**src/rtl/elevator_pkg.sv**
```systemverilog
// Shared types and constants for the elevator car controller.
//   car_state_t : IDLE / MOVING / DOOR_OPEN sequencing states
//   UP / DOWN   : encodings of the up_ndown direction bit
//   floor_w()   : width of a floor index for a given floor count
package elevator_pkg;

   typedef enum logic [1:0] {
      IDLE      = 2'd0,
      MOVING    = 2'd1,
      DOOR_OPEN = 2'd2
   } car_state_t;

   localparam logic UP   = 1'b1;
   localparam logic DOWN = 1'b0;

   // A single-floor building still needs a 1-bit index.
   function automatic int unsigned floor_w(input int unsigned floors);
      return (floors > 1) ? $clog2(floors) : 1;
   endfunction

endpackage

```
**src/rtl/elevator_timer.sv**
```systemverilog
// Interval timer counting 0..CYCLES-1, used for travel and door dwell.
//   clk, rst : clock, synchronous active-high reset
//   start    : interval active; while low the count is held at zero
//   reload   : restart the current interval from zero
//   done_c   : terminal-count pulse (suppressed on a reload cycle)
module elevator_timer #(
   parameter int unsigned CYCLES = 4
) (
   input  logic clk,
   input  logic rst,
   input  logic start,
   input  logic reload,
   output logic done_c
);

   localparam int unsigned CNT_W = (CYCLES > 1) ? $clog2(CYCLES) : 1;
   localparam logic [CNT_W-1:0] LAST = CNT_W'(CYCLES - 1);

   logic [CNT_W-1:0] count_q, count_d;

   // Count while active; wrap to zero at terminal so back-to-back intervals abut.
   always_comb begin
      count_d = '0;
      done_c  = 1'b0;
      if (start && !reload) begin
         if (count_q == LAST) begin
            done_c = 1'b1;
         end else begin
            count_d = count_q + CNT_W'(1);
         end
      end
   end

   always_ff @(posedge clk) begin
      if (rst) begin
         count_q <= '0;
      end else begin
         count_q <= count_d;
      end
   end

endmodule

```
**src/rtl/elevator_car_controller.sv**
```systemverilog
// Single-car sequencing controller: latches floor calls, chooses direction
// when stationary, times travel and door dwell, clears serviced calls.
//   clk, rst      : clock, synchronous active-high reset
//   call_req      : per-floor request pulses (multi-hot allowed)
//   door_hold     : keeps the door open while high in DOOR_OPEN
//   current_floor : floor the car is at or last passed
//   up_ndown      : committed direction, 1 = up
//   moving        : car is travelling
//   door_open     : door is open
//   queue_status  : pending-stop bitmap
//   queue_empty   : no pending stops
module elevator_car_controller
   import elevator_pkg::*;
#(
   parameter int unsigned FLOORS        = 7,
   parameter int unsigned TRAVEL_CYCLES = 8,
   parameter int unsigned DOOR_CYCLES   = 4,
   localparam int unsigned FLOOR_W      = floor_w(FLOORS)
) (
   input  logic               clk,
   input  logic               rst,
   input  logic [FLOORS-1:0]  call_req,
   input  logic               door_hold,
   output logic [FLOOR_W-1:0] current_floor,
   output logic               up_ndown,
   output logic               moving,
   output logic               door_open,
   output logic [FLOORS-1:0]  queue_status,
   output logic               queue_empty
);

   car_state_t         state_q, state_d;
   logic [FLOOR_W-1:0] floor_q, floor_d, floor_step;
   logic               dir_q, dir_d, dir_pick;
   logic [FLOORS-1:0]  queue_q, queue_d, q_eff, above_m, below_m, clear_m;
   logic               up_any, down_any, ahead, behind;
   logic               travel_done, door_done, door_reload;
   logic               moving_q, door_q, empty_q;

   elevator_timer #(.CYCLES(TRAVEL_CYCLES)) u_travel_timer (
      .clk    (clk),
      .rst    (rst),
      .start  (state_q == MOVING),
      .reload (1'b0),
      .done_c (travel_done)
   );

   // A same-floor call or an obstruction restarts the dwell.
   assign door_reload = (state_q == DOOR_OPEN) && (call_req[floor_q] || door_hold);

   elevator_timer #(.CYCLES(DOOR_CYCLES)) u_door_timer (
      .clk    (clk),
      .rst    (rst),
      .start  (state_q == DOOR_OPEN),
      .reload (door_reload),
      .done_c (door_done)
   );

   // Requests strictly above / below the car, and the resulting direction choice.
   always_comb begin
      q_eff = queue_q | call_req;
      for (int i = 0; i < FLOORS; i++) begin
         above_m[i] = FLOOR_W'(i) > floor_q;
         below_m[i] = FLOOR_W'(i) < floor_q;
      end
      up_any     = |(q_eff & above_m);
      down_any   = |(q_eff & below_m);
      ahead      = (dir_q == UP) ? up_any : down_any;
      behind     = (dir_q == UP) ? down_any : up_any;
      dir_pick   = ahead ? dir_q : (behind ? ~dir_q : dir_q);
      floor_step = (dir_q == DOWN) ? (floor_q - FLOOR_W'(1)) : (floor_q + FLOOR_W'(1));
   end

   // Next-state, floor, direction and serviced-call mask.
   always_comb begin
      state_d = state_q;
      floor_d = floor_q;
      dir_d   = dir_q;
      clear_m = '0;
      case (state_q)
         IDLE: begin
            if (q_eff[floor_q]) begin
               clear_m[floor_q] = 1'b1;
               state_d          = DOOR_OPEN;
            end else if (ahead || behind) begin
               dir_d   = dir_pick;
               state_d = MOVING;
            end
         end
         MOVING: begin
            if (travel_done) begin
               floor_d = floor_step;
               if (q_eff[floor_step]) begin
                  clear_m[floor_step] = 1'b1;
                  state_d             = DOOR_OPEN;
               end
            end
         end
         DOOR_OPEN: begin
            clear_m[floor_q] = 1'b1;
            if (door_done) begin
               if (ahead || behind) begin
                  dir_d   = dir_pick;
                  state_d = MOVING;
               end else begin
                  state_d = IDLE;
               end
            end
         end
         default: state_d = IDLE;
      endcase
      queue_d = q_eff & ~clear_m;
   end

   always_ff @(posedge clk) begin
      if (rst) begin
         state_q  <= IDLE;
         floor_q  <= '0;
         dir_q    <= UP;
         queue_q  <= '0;
         moving_q <= 1'b0;
         door_q   <= 1'b0;
         empty_q  <= 1'b1;
      end else begin
         state_q  <= state_d;
         floor_q  <= floor_d;
         dir_q    <= dir_d;
         queue_q  <= queue_d;
         moving_q <= (state_d == MOVING);
         door_q   <= (state_d == DOOR_OPEN);
         empty_q  <= (queue_d == '0);
      end
   end

   // The car only travels toward a pending request, so it never steps off either end.
   assert property (@(posedge clk) disable iff (rst)
      (state_q == MOVING && travel_done) |->
         ((dir_q == UP) ? (floor_q != FLOOR_W'(FLOORS - 1)) : (floor_q != '0)));

   assign current_floor = floor_q;
   assign up_ndown      = dir_q;
   assign moving        = moving_q;
   assign door_open     = door_q;
   assign queue_status  = queue_q;
   assign queue_empty   = empty_q;

endmodule

```
**config.mk**
```make
export PLATFORM = sky130hd
export DESIGN_NAME = elevator_car_controller
export DESIGN_NICKNAME = d
export VERILOG_FILES = /design/src/rtl/elevator_pkg.sv /design/src/rtl/elevator_timer.sv /design/src/rtl/elevator_car_controller.sv
export SDC_FILE = /design/constraint.sdc
export NUM_CORES = 1
export LEC_CHECK = 0
export ABC_AREA = 1
export BUFFER_PORTS_ARGS = -buffer_cell sky130_fd_sc_hd__buf_2
export CORE_ASPECT_RATIO = 1.4
export CORE_MARGIN = 2
export CORE_UTILIZATION = 35
export DETAILED_ROUTE_END_ITERATION = 12
export GPL_TIMING_DRIVEN = 0
export PLACE_DENSITY_LB_ADDON = 0.05
export SYNTH_ARGS = -nofsm -noshare
export SYNTH_HDL_FRONTEND = slang
export SYNTH_SLANG_ARGS = --single-unit
```
**constraint.sdc**
```tcl
create_clock -name clk -period 3.3 [get_ports clk]
set_input_delay 0.66 -clock clk [delete_from_list [all_inputs] [get_ports clk]]
set_output_delay 0.66 -clock clk [all_outputs]
set_load 0.05 [all_outputs]
```
==> out/qor.csv, run 1 <==
metric;value;unit
die area;5130;sq um
vias;1634;
Initial Utilization;0.358;
CTS tree;done;
total congestion overflow;0;
Static Leak;0.966;nW
Sw Share;0.347;
global-route wire length before repair;7560;um
DRC Markers;0;
register area share after synthesis;0.263;
highest routed layer;met4;
Worst-Margin Slew;0.524;ns
final cell area excluding filler cells;1840;sq um
Worst Setup Slack post-DPL;0.894;ns
most frequent cells in the layout;nand2_1 (86), nor2_1 (37), inv_1 (28);
Clock Sinks;21;
setup bufs post-CTS;0;
Final Hold Viols;0;
required time of the critical path;3.46;ns
Root Buffer;clkbuf_8;
share of layout cells above drive strength 1;0.203;
Clock Skew;0.00148;ns
Worst EP arrival;2.58;ns
synthesized area per cell;6.05;sq um
wire length on met3;125;um
largest net degree at the start of global routing;13;
HP Class;flip-flop to flip-flop;
commonest non-fill, non-tap cell in the layout;nand2_1;
Crit Reg-Reg Endpoint;queue_empty;
flops & latches, synth;21;
Synth warnings;0;
Critical path origin;current_floor[0];
Via density;4.63;
Clock power frac;0.282;
Worst-path clk slew;0.08;ns
pwr dens;330;nW/um^2
Yosys cell types;25;
wire length on met2;2340;um
FF-to-FF Start;current_floor[0];
antenna cells;0;
total CTS buffers;3;
fin crit period;2.42;ns
maximum VDD drop;0.000201;V
Rel. slew slack;0.651;
critical path class;flip-flop to flip-flop;
Total Wirelength;4490;um
syn_nets;282;
core area;4460;sq um
# IOs;24;
Port-buffer cells;23;
cts hold-fix bufs;0;
internal reg-to-reg setup slack;0.88;ns
placed instance count;349;
WL per Instance;12.7;um
DRT met1 WL;1960;um
routability cong.;0.934;
Max clock buf depth;2;
critical path endpoint;queue_empty;
vias in the first global route;1648;
crit start category;flip-flop;
Internal Power;0.396;mW
Seq pwr share;0.461;
initial antenna violation count;0;
Logic pwr share;0.256;
Post-Synthesis Cells;264;
Post-DP Area;1790;sq um
Pwr Total;0.606;mW
run status;complete, no violations;
Die Y;83.9;um
Final Non-Filler Cells;353;
All-Layer GR Usage;0.194;
Layout area overhead;14.9;%
Crit. End Element;flip-flop;
htree depth;1;
Final period util;0.734;
fin. max-slew vios;0;
area of the mapped netlist;1600;sq um
Die X;61.1;um
final core occ;0.411;
Fin Setup TNS;0;ns
cells on worst reg2reg path;15;
RSZ-0062 raised after global routing;no;
Pre-antenna DRT Iters;4;
antenna violation net count after detailed routing;0;
Peak Freq;0.413;GHz
Skew-Pair Late Insertion Delay;0.26;ns
total of max-cap violations;0;
Setup WS post-layout;0.878;ns
DRT iter0 DRCs;75;
CTS resizes;0;
crit path max fanout;12;
Hold Worst Slack;0.424;ns
final setup fails;0;
Post-DP HPWL;3690;um
Fill cells;524;
Psw;0.210;mW
NumNets Final;310;
# rows;29;
[layout make-up]
| cell class | count | area, sq um | share of cell area |
|---|---|---|---|
| Sequential cell | 21 | 420 | 0.229 |
| Buffer | 4 | 31.3 | 0.0170 |
| Clock buffer | 4 | 45.0 | 0.0245 |
| Timing Repair Buffer | 23 | 115 | 0.0627 |
| Multi-Input combinational cell | 201 | 998 | 0.544 |
| Inverter | 38 | 148 | 0.0804 |
| Tap cell | 62 | 77.6 | 0.0423 |
[state kept, by name, indices dropped and copies added, names as in the netlist]
signal                  flops
state_q                     2
up_ndown                    1
u_travel_timer.count_q      3
u_door_timer.count_q        2
queue_status                7
door_open                   1
queue_empty                 1
moving                      1
current_floor               3
[per-layer routing]
layer / up-vias / track usage
met2: 26 / 0.339
met3: 5 / 0.0233
met5: - / 0
met1: 723 / 0.235
met4: 0 / 0.0593
li1: 880 / -
[cell usage after synthesis]
| master | instances | area share |
|---|---|---|
| nor2_4 | 2 | 0.014 |
| nand3_1 | 24 | 0.075 |
| inv_1 | 28 | 0.066 |
| nand2_4 | 1 | 0.0070 |
| nand2_1 | 86 | 0.20 |
| clkinv_1 | 1 | 0.0023 |
| nand4_1 | 7 | 0.027 |
| buf_6 | 2 | 0.014 |
| a21oi_1 | 7 | 0.022 |
| nor2_1 | 37 | 0.087 |
| ha_1 | 8 | 0.063 |
| inv_6 | 1 | 0.0055 |
| inv_2 | 8 | 0.019 |
| nand2_2 | 5 | 0.020 |
| nand3_2 | 7 | 0.044 |
| o211ai_1 | 1 | 0.0047 |
| o2bb2ai_1 | 1 | 0.0055 |
| nor2_2 | 5 | 0.020 |
| buf_2 | 1 | 0.0031 |
| o21ai_0 | 5 | 0.016 |
| nor3_2 | 1 | 0.0063 |
| nor3_1 | 1 | 0.0031 |
| clkbuf_1 | 1 | 0.0023 |
| dfxtp_1 | 21 | 0.26 |
| o21ai_1 | 3 | 0.0094 |
[worst min path at each step]
stage / slack, ns / depth (start not counted) / end / startpoint
finish: 0.42 / 1 / u_travel_timer.count_q[0] / u_travel_timer.count_q[0]
global route: 0.44 / 1 / u_travel_timer.count_q[0] / u_travel_timer.count_q[0]
CTS: 0.43 / 1 / u_door_timer.count_q[0] / u_door_timer.count_q[0]
floorplan: 0.40 / 1 / u_door_timer.count_q[0] / u_door_timer.count_q[0]
global placement: 0.42 / 1 / u_door_timer.count_q[0] / u_door_timer.count_q[0]
detailed placement: 0.42 / 1 / u_door_timer.count_q[0] / u_door_timer.count_q[0]
[critical path: stages, from the launching register on]
cell	delay (ns)
dfxtp_1	0.53
inv_2	0.16
buf_6	0.18
ha_1	0.33
inv_1	0.08
nand2_1	0.05
nand2_1	0.18
nand2_1	0.10
nand3_1	0.10
nand2_2	0.12
nand2_1	0.12
nand2_2	0.06
nor2_1	0.12
nor2_1	0.06
nand2_1	0.06
nand2_1	0.05
[kinds of logic after synthesis]
kind of cell,after synthesis,share of synthesized area
buffers and inverters,42,0.112
AOI/OAI and AO/OA,17,0.0572
adders and majority gates,8,0.0626
and+or+nand+nor,176,0.505
DFF,21,0.263
[power groups by stage]
stage               Clock (mW)  Sequential, mW  Combinational [mW]
detailed placement           0           0.285               0.156
floorplan                    0           0.324              0.0750
CTS                      0.179           0.279               0.157
finish                   0.171           0.280               0.155
global placement             0           0.285               0.156
global route             0.190           0.282               0.171
Note: power is estimated with default switching activity, not from simulation.
==> inputs of run 2 (changes only) <==
clock period = 1.9 ns   (was 3.3 ns; I/O delays follow)
==> out/qor.csv, run 2 (synthesis results as in run 1) <==
metric;value;unit
antenna cells;0;
Final Non-Filler Cells;371;
Max clock buf depth;2;
crit start category;flip-flop;
Root Buffer;clkbuf_8;
# IOs;24;
Worst-path clk slew;0.08;ns
most frequent CP cell;nand2_1;
Die X;61.1;um
crit path max fanout;8;
Crit path max-delay family;simple AND/OR/NAND/NOR gates;
WL per Instance;12.7;um
Static Leak;1.11;nW
Total Wirelength;4720;um
total of max-cap violations;0;
htree depth;1;
largest net degree at the start of global routing;19;
vias;1765;
Setup WS post-layout;0.0966;ns
global-route wire length before repair;7470;um
DRT iter0 DRCs;82;
Worst EP arrival;2.02;ns
Via density;4.76;
total congestion overflow;0;
Pre-antenna DRT Iters;4;
total CTS buffers;3;
Clock Sinks;21;
Crit. End Element;flip-flop;
All-Layer GR Usage;0.193;
DRC Markers;0;
# rows;29;
Final period util;0.949;
vias in the first global route;1659;
Clock Skew;0.00334;ns
Rel. slew slack;0.656;
NumNets Final;328;
placed instance count;349;
pwr dens;475;nW/um^2
crit-path cells;inv_4 -> ha_4 -> nand2_1 -> nand2_4 -> nand3_4 -> nor2_1 -> nand3_4 -> nand3_2 -> nand2_1 -> nor2_1 -> nand2_1 -> nand2_1;
maximum VDD drop;0.000427;V
Initial Utilization;0.358;
die area;5130;sq um
max reg flops;7;
Final Hold Viols;0;
Post-DP HPWL;3590;um
CP max stage cell;dfxtp_4;
critical path class;flip-flop to flip-flop;
fin crit period;1.80;ns
antenna violation net count after detailed routing;0;
Peak Freq;0.555;GHz
run status;complete, no violations;
routability cong.;0.875;
commonest non-fill, non-tap cell in the layout;nand2_1;
required time of the critical path;2.11;ns
Skew-Pair Late Insertion Delay;0.26;ns
core area;4460;sq um
fin. max-slew vios;0;
Buf/Inv on CP;1;
Pwr Total;1.08;mW
Layout area overhead;42.5;%
Worst Setup Slack post-DPL;-0.107;ns
max incr delay on CP;0.43;ns
Worst-Margin Slew;0.515;ns
Die Y;83.9;um
CTS tree;done;
Port-buffer cells;23;
initial antenna violation count;0;
most frequent cells in the layout;nand2_1 (73), nor2_1 (30), inv_1 (26);
final setup fails;0;
final core occ;0.510;
share of layout cells above drive strength 1;0.388;
HP Class;input pin to flip-flop;
## run 2: cell types whose count changed in the layout (fill, tap and decap cells not counted), moves of 5 or more
cell / change
buf_4: +18
nand2_1: -13
nand3_1: -11
nand3_4: +8
nor2_1: -7
nand2_2: +6
nand2_4: +6
nor2_2: +5
## run 2: final cells by class
class	count	area [sq um]
sequential	21	429
inverter	38	165
tap	62	77.6
timing repair buffer	42	274
clock buffer	3	41.3
buffer	3	22.5
clock inverter	1	5.00
fill	466	2190
multi-input combinational	201	1260
## run 2: worst paths after layout
check	from	endpoint	slack, ns	depth (start not counted)
max	current_floor[1]	queue_empty	0.1	12
min	rst	u_door_timer.count_q[1]	0.40	4
max reg2reg	current_floor[1]	queue_empty	0.1	12
min reg2reg	u_door_timer.count_q[0]	u_door_timer.count_q[0]	0.43	1
## run 2: report_power, final
| group | internal (mW) | switching (mW) |
|---|---|---|
| logic | 0.0891 | 0.214 |
| clock network | 0.146 | 0.148 |
| registers | 0.466 | 0.0167 |
## run 2: what timing repair did
action,4_1_cts,5_1_grt
resized for setup,4,63
pin swaps,5,26
buffers inserted,3,16
endpoints found under the setup margin,1,5
hold buffers,0,0
## run 2: routing by layer
| layer | global-route usage | vias to the layer above | routed length [um] |
|---|---|---|---|
| met1 | 0.242 | 796 | 1970 |
| li1 | - | 913 | - |
| met2 | 0.325 | 41 | 2450 |
| met5 | 0 | - | 0 |
| met3 | 0.0155 | 15 | 129 |
| met4 | 0.0810 | 0 | 174 |
## run 2: through the flow
step           hold slack [ns]  TNS [ns]  cell area [sq um]
4_1_cts                  0.404         0               1890
5_1_grt                  0.438   -0.0497               2280
3_3_place_gp             0.419    -0.139               1820
2_1_floorplan            0.397         0               1620
6_report                 0.399         0               2280
3_5_place_dp             0.420    -0.107               1820
## run 2: worst reg2reg max path: cells and delay by family (launching register included)
family | cells | cell delay (ns)
AND/OR/NAND/NOR | 10 | 0.98
flip-flops | 1 | 0.43
adder cells (fa/ha/maj) | 1 | 0.27
buffers and inverters | 1 | 0.07
==> inputs of run 3 (changes only) <==
CORE_UTILIZATION = 30   (was 35)
==> out/qor.csv, run 3 (synthesis results as in run 1) <==
metric;value;unit
hold path depth;4;
Post-DP Area;1820;sq um
total congestion overflow;0;
htree depth;1;
antenna cells;0;
crit start category;flip-flop;
share of layout cells above drive strength 1;0.334;
Die X;65.7;um
pwr dens;517;nW/um^2
fin crit period;1.82;ns
total of max-cap violations;0;
final setup fails;0;
# IOs;24;
Final Non-Filler Cells;374;
Crit. End Element;flip-flop;
Rel. slew slack;0.608;
max reg flops;7;
Final period util;0.960;
All-Layer GR Usage;0.166;
# rows;31;
required time of the critical path;2.11;ns
Worst-path clk slew;0.08;ns
Max clock buf depth;2;
Worst EP arrival;2.04;ns
Port-buffer cells;23;
Sw Share;0.355;
Die Y;90.4;um
CTS tree;done;
placed instance count;353;
global-route wire length before repair;7500;um
run status;complete, no violations;
Seq pwr share;0.440;
critical path class;flip-flop to flip-flop;
Clock Skew;0.00334;ns
Peak Freq;0.548;GHz
commonest non-fill, non-tap cell in the layout;nand2_1;
WL per Instance;13.3;um
HP Class;input pin to flip-flop;
NumNets Final;327;
Pre-antenna DRT Iters;6;
most frequent cells in the layout;nand2_1 (77), nor2_1 (35), inv_1 (27);
vias in the first global route;1576;
Hold Worst Slack;0.402;ns
largest net degree at the start of global routing;19;
Via density;4.72;
Total Wirelength;4980;um
Final Hold Viols;0;
Static Leak;1.08;nW
initial antenna violation count;0;
Clock power frac;0.280;
maximum VDD drop;0.000390;V
Psw;0.388;mW
crit path max fanout;9;
Worst-Margin Slew;0.587;ns
vias;1767;
cells on worst reg2reg path;14;
die area;5930;sq um
Post-DP HPWL;3780;um
Root Buffer;clkbuf_8;
Layout area overhead;32.5;%
final cell area excluding filler cells;2120;sq um
DRT iter0 DRCs;85;
Clock Sinks;21;
antenna violation net count after detailed routing;0;
fin. max-slew vios;0;
core area;5160;sq um
total CTS buffers;3;
Logic pwr share;0.280;
cts hold-fix bufs;0;
Skew-Pair Late Insertion Delay;0.27;ns
DRC Markers;0;
routability cong.;0.862;
Initial Utilization;0.310;
Internal Power;0.706;mW
Fin Setup TNS;0;ns
run 3: cell types whose count changed in the layout (fill, tap and decap cells not counted), moves of 3 or more:
cell and delta:
nand2_4 -3, nand3_4 -6, nor2_2 -4, nor2_1 +5
nand3_2 +4, nand2_1 +4
run 3: through the flow:
stage	setup slack [ns]	total power [mW]	utilization
after CTS	0.0123	1.09	0.367
after global placement	-0.163	0.768	0.353
final	0.0765	1.09	0.410
after detailed placement	-0.129	0.766	0.353
after global routing	-0.0631	1.17	0.410
after floorplan	0.0567	0.692	-
run 3: worst paths after layout:
path | from | endpoint | slack, ns
worst min register to register | u_door_timer.count_q[0] | u_door_timer.count_q[0] | 0.42
worst max-delay path | current_floor[0] | queue_empty | 0.08
worst min-delay path | rst | u_door_timer.count_q[1] | 0.40
worst max register to register | current_floor[0] | queue_empty | 0.08
run 3: metal layers:
| layer | track usage | wire length (um) |
|---|---|---|
| met3 | 0.0150 | 164 |
| met2 | 0.297 | 2610 |
| met5 | 0 | 0 |
| met4 | 0.0469 | 56 |
| met1 | 0.206 | 2140 |
run 3: cell type report:
cell class,count,area [sq um]
multi-input cells,201,1120
plain buffers,3,22.5
flip-flops and latches,21,428
fillers,583,3040
repair buffers,41,254
well taps,66,82.6
clock buffers,3,41.3
clock inverters,1,5.00
inverters,38,163
run 3: repair_timing:
item	in CTS	in global routing
setup buffers	4	14
resized for setup	3	32
pin swaps	1	20
hold endpoints to repair	0	0
setup endpoints to repair	1	6
run 3: power groups by stage:
stage	registers (mW)	logic [mW]	clock network, mW
floorplan	0.562	0.130	0
finish	0.482	0.306	0.306
global route	0.485	0.334	0.347
global placement	0.494	0.274	0
CTS	0.482	0.276	0.328
detailed placement	0.494	0.273	0
run 3: worst max-delay path: stages, from the launching register on:
cell and delay (ns):
dfxtp_4 0.41, clkinv_8 0.08, ha_4 0.28, inv_2 0.04, nand2_2 0.07, nand2_4 0.07, o21ai_1 0.12, nand3_2 0.12
nand2_4 0.13, nand3_4 0.09, nand3_2 0.07, nand2_1 0.07, nor2_1 0.11, nand2_1 0.06, nand2_1 0.05
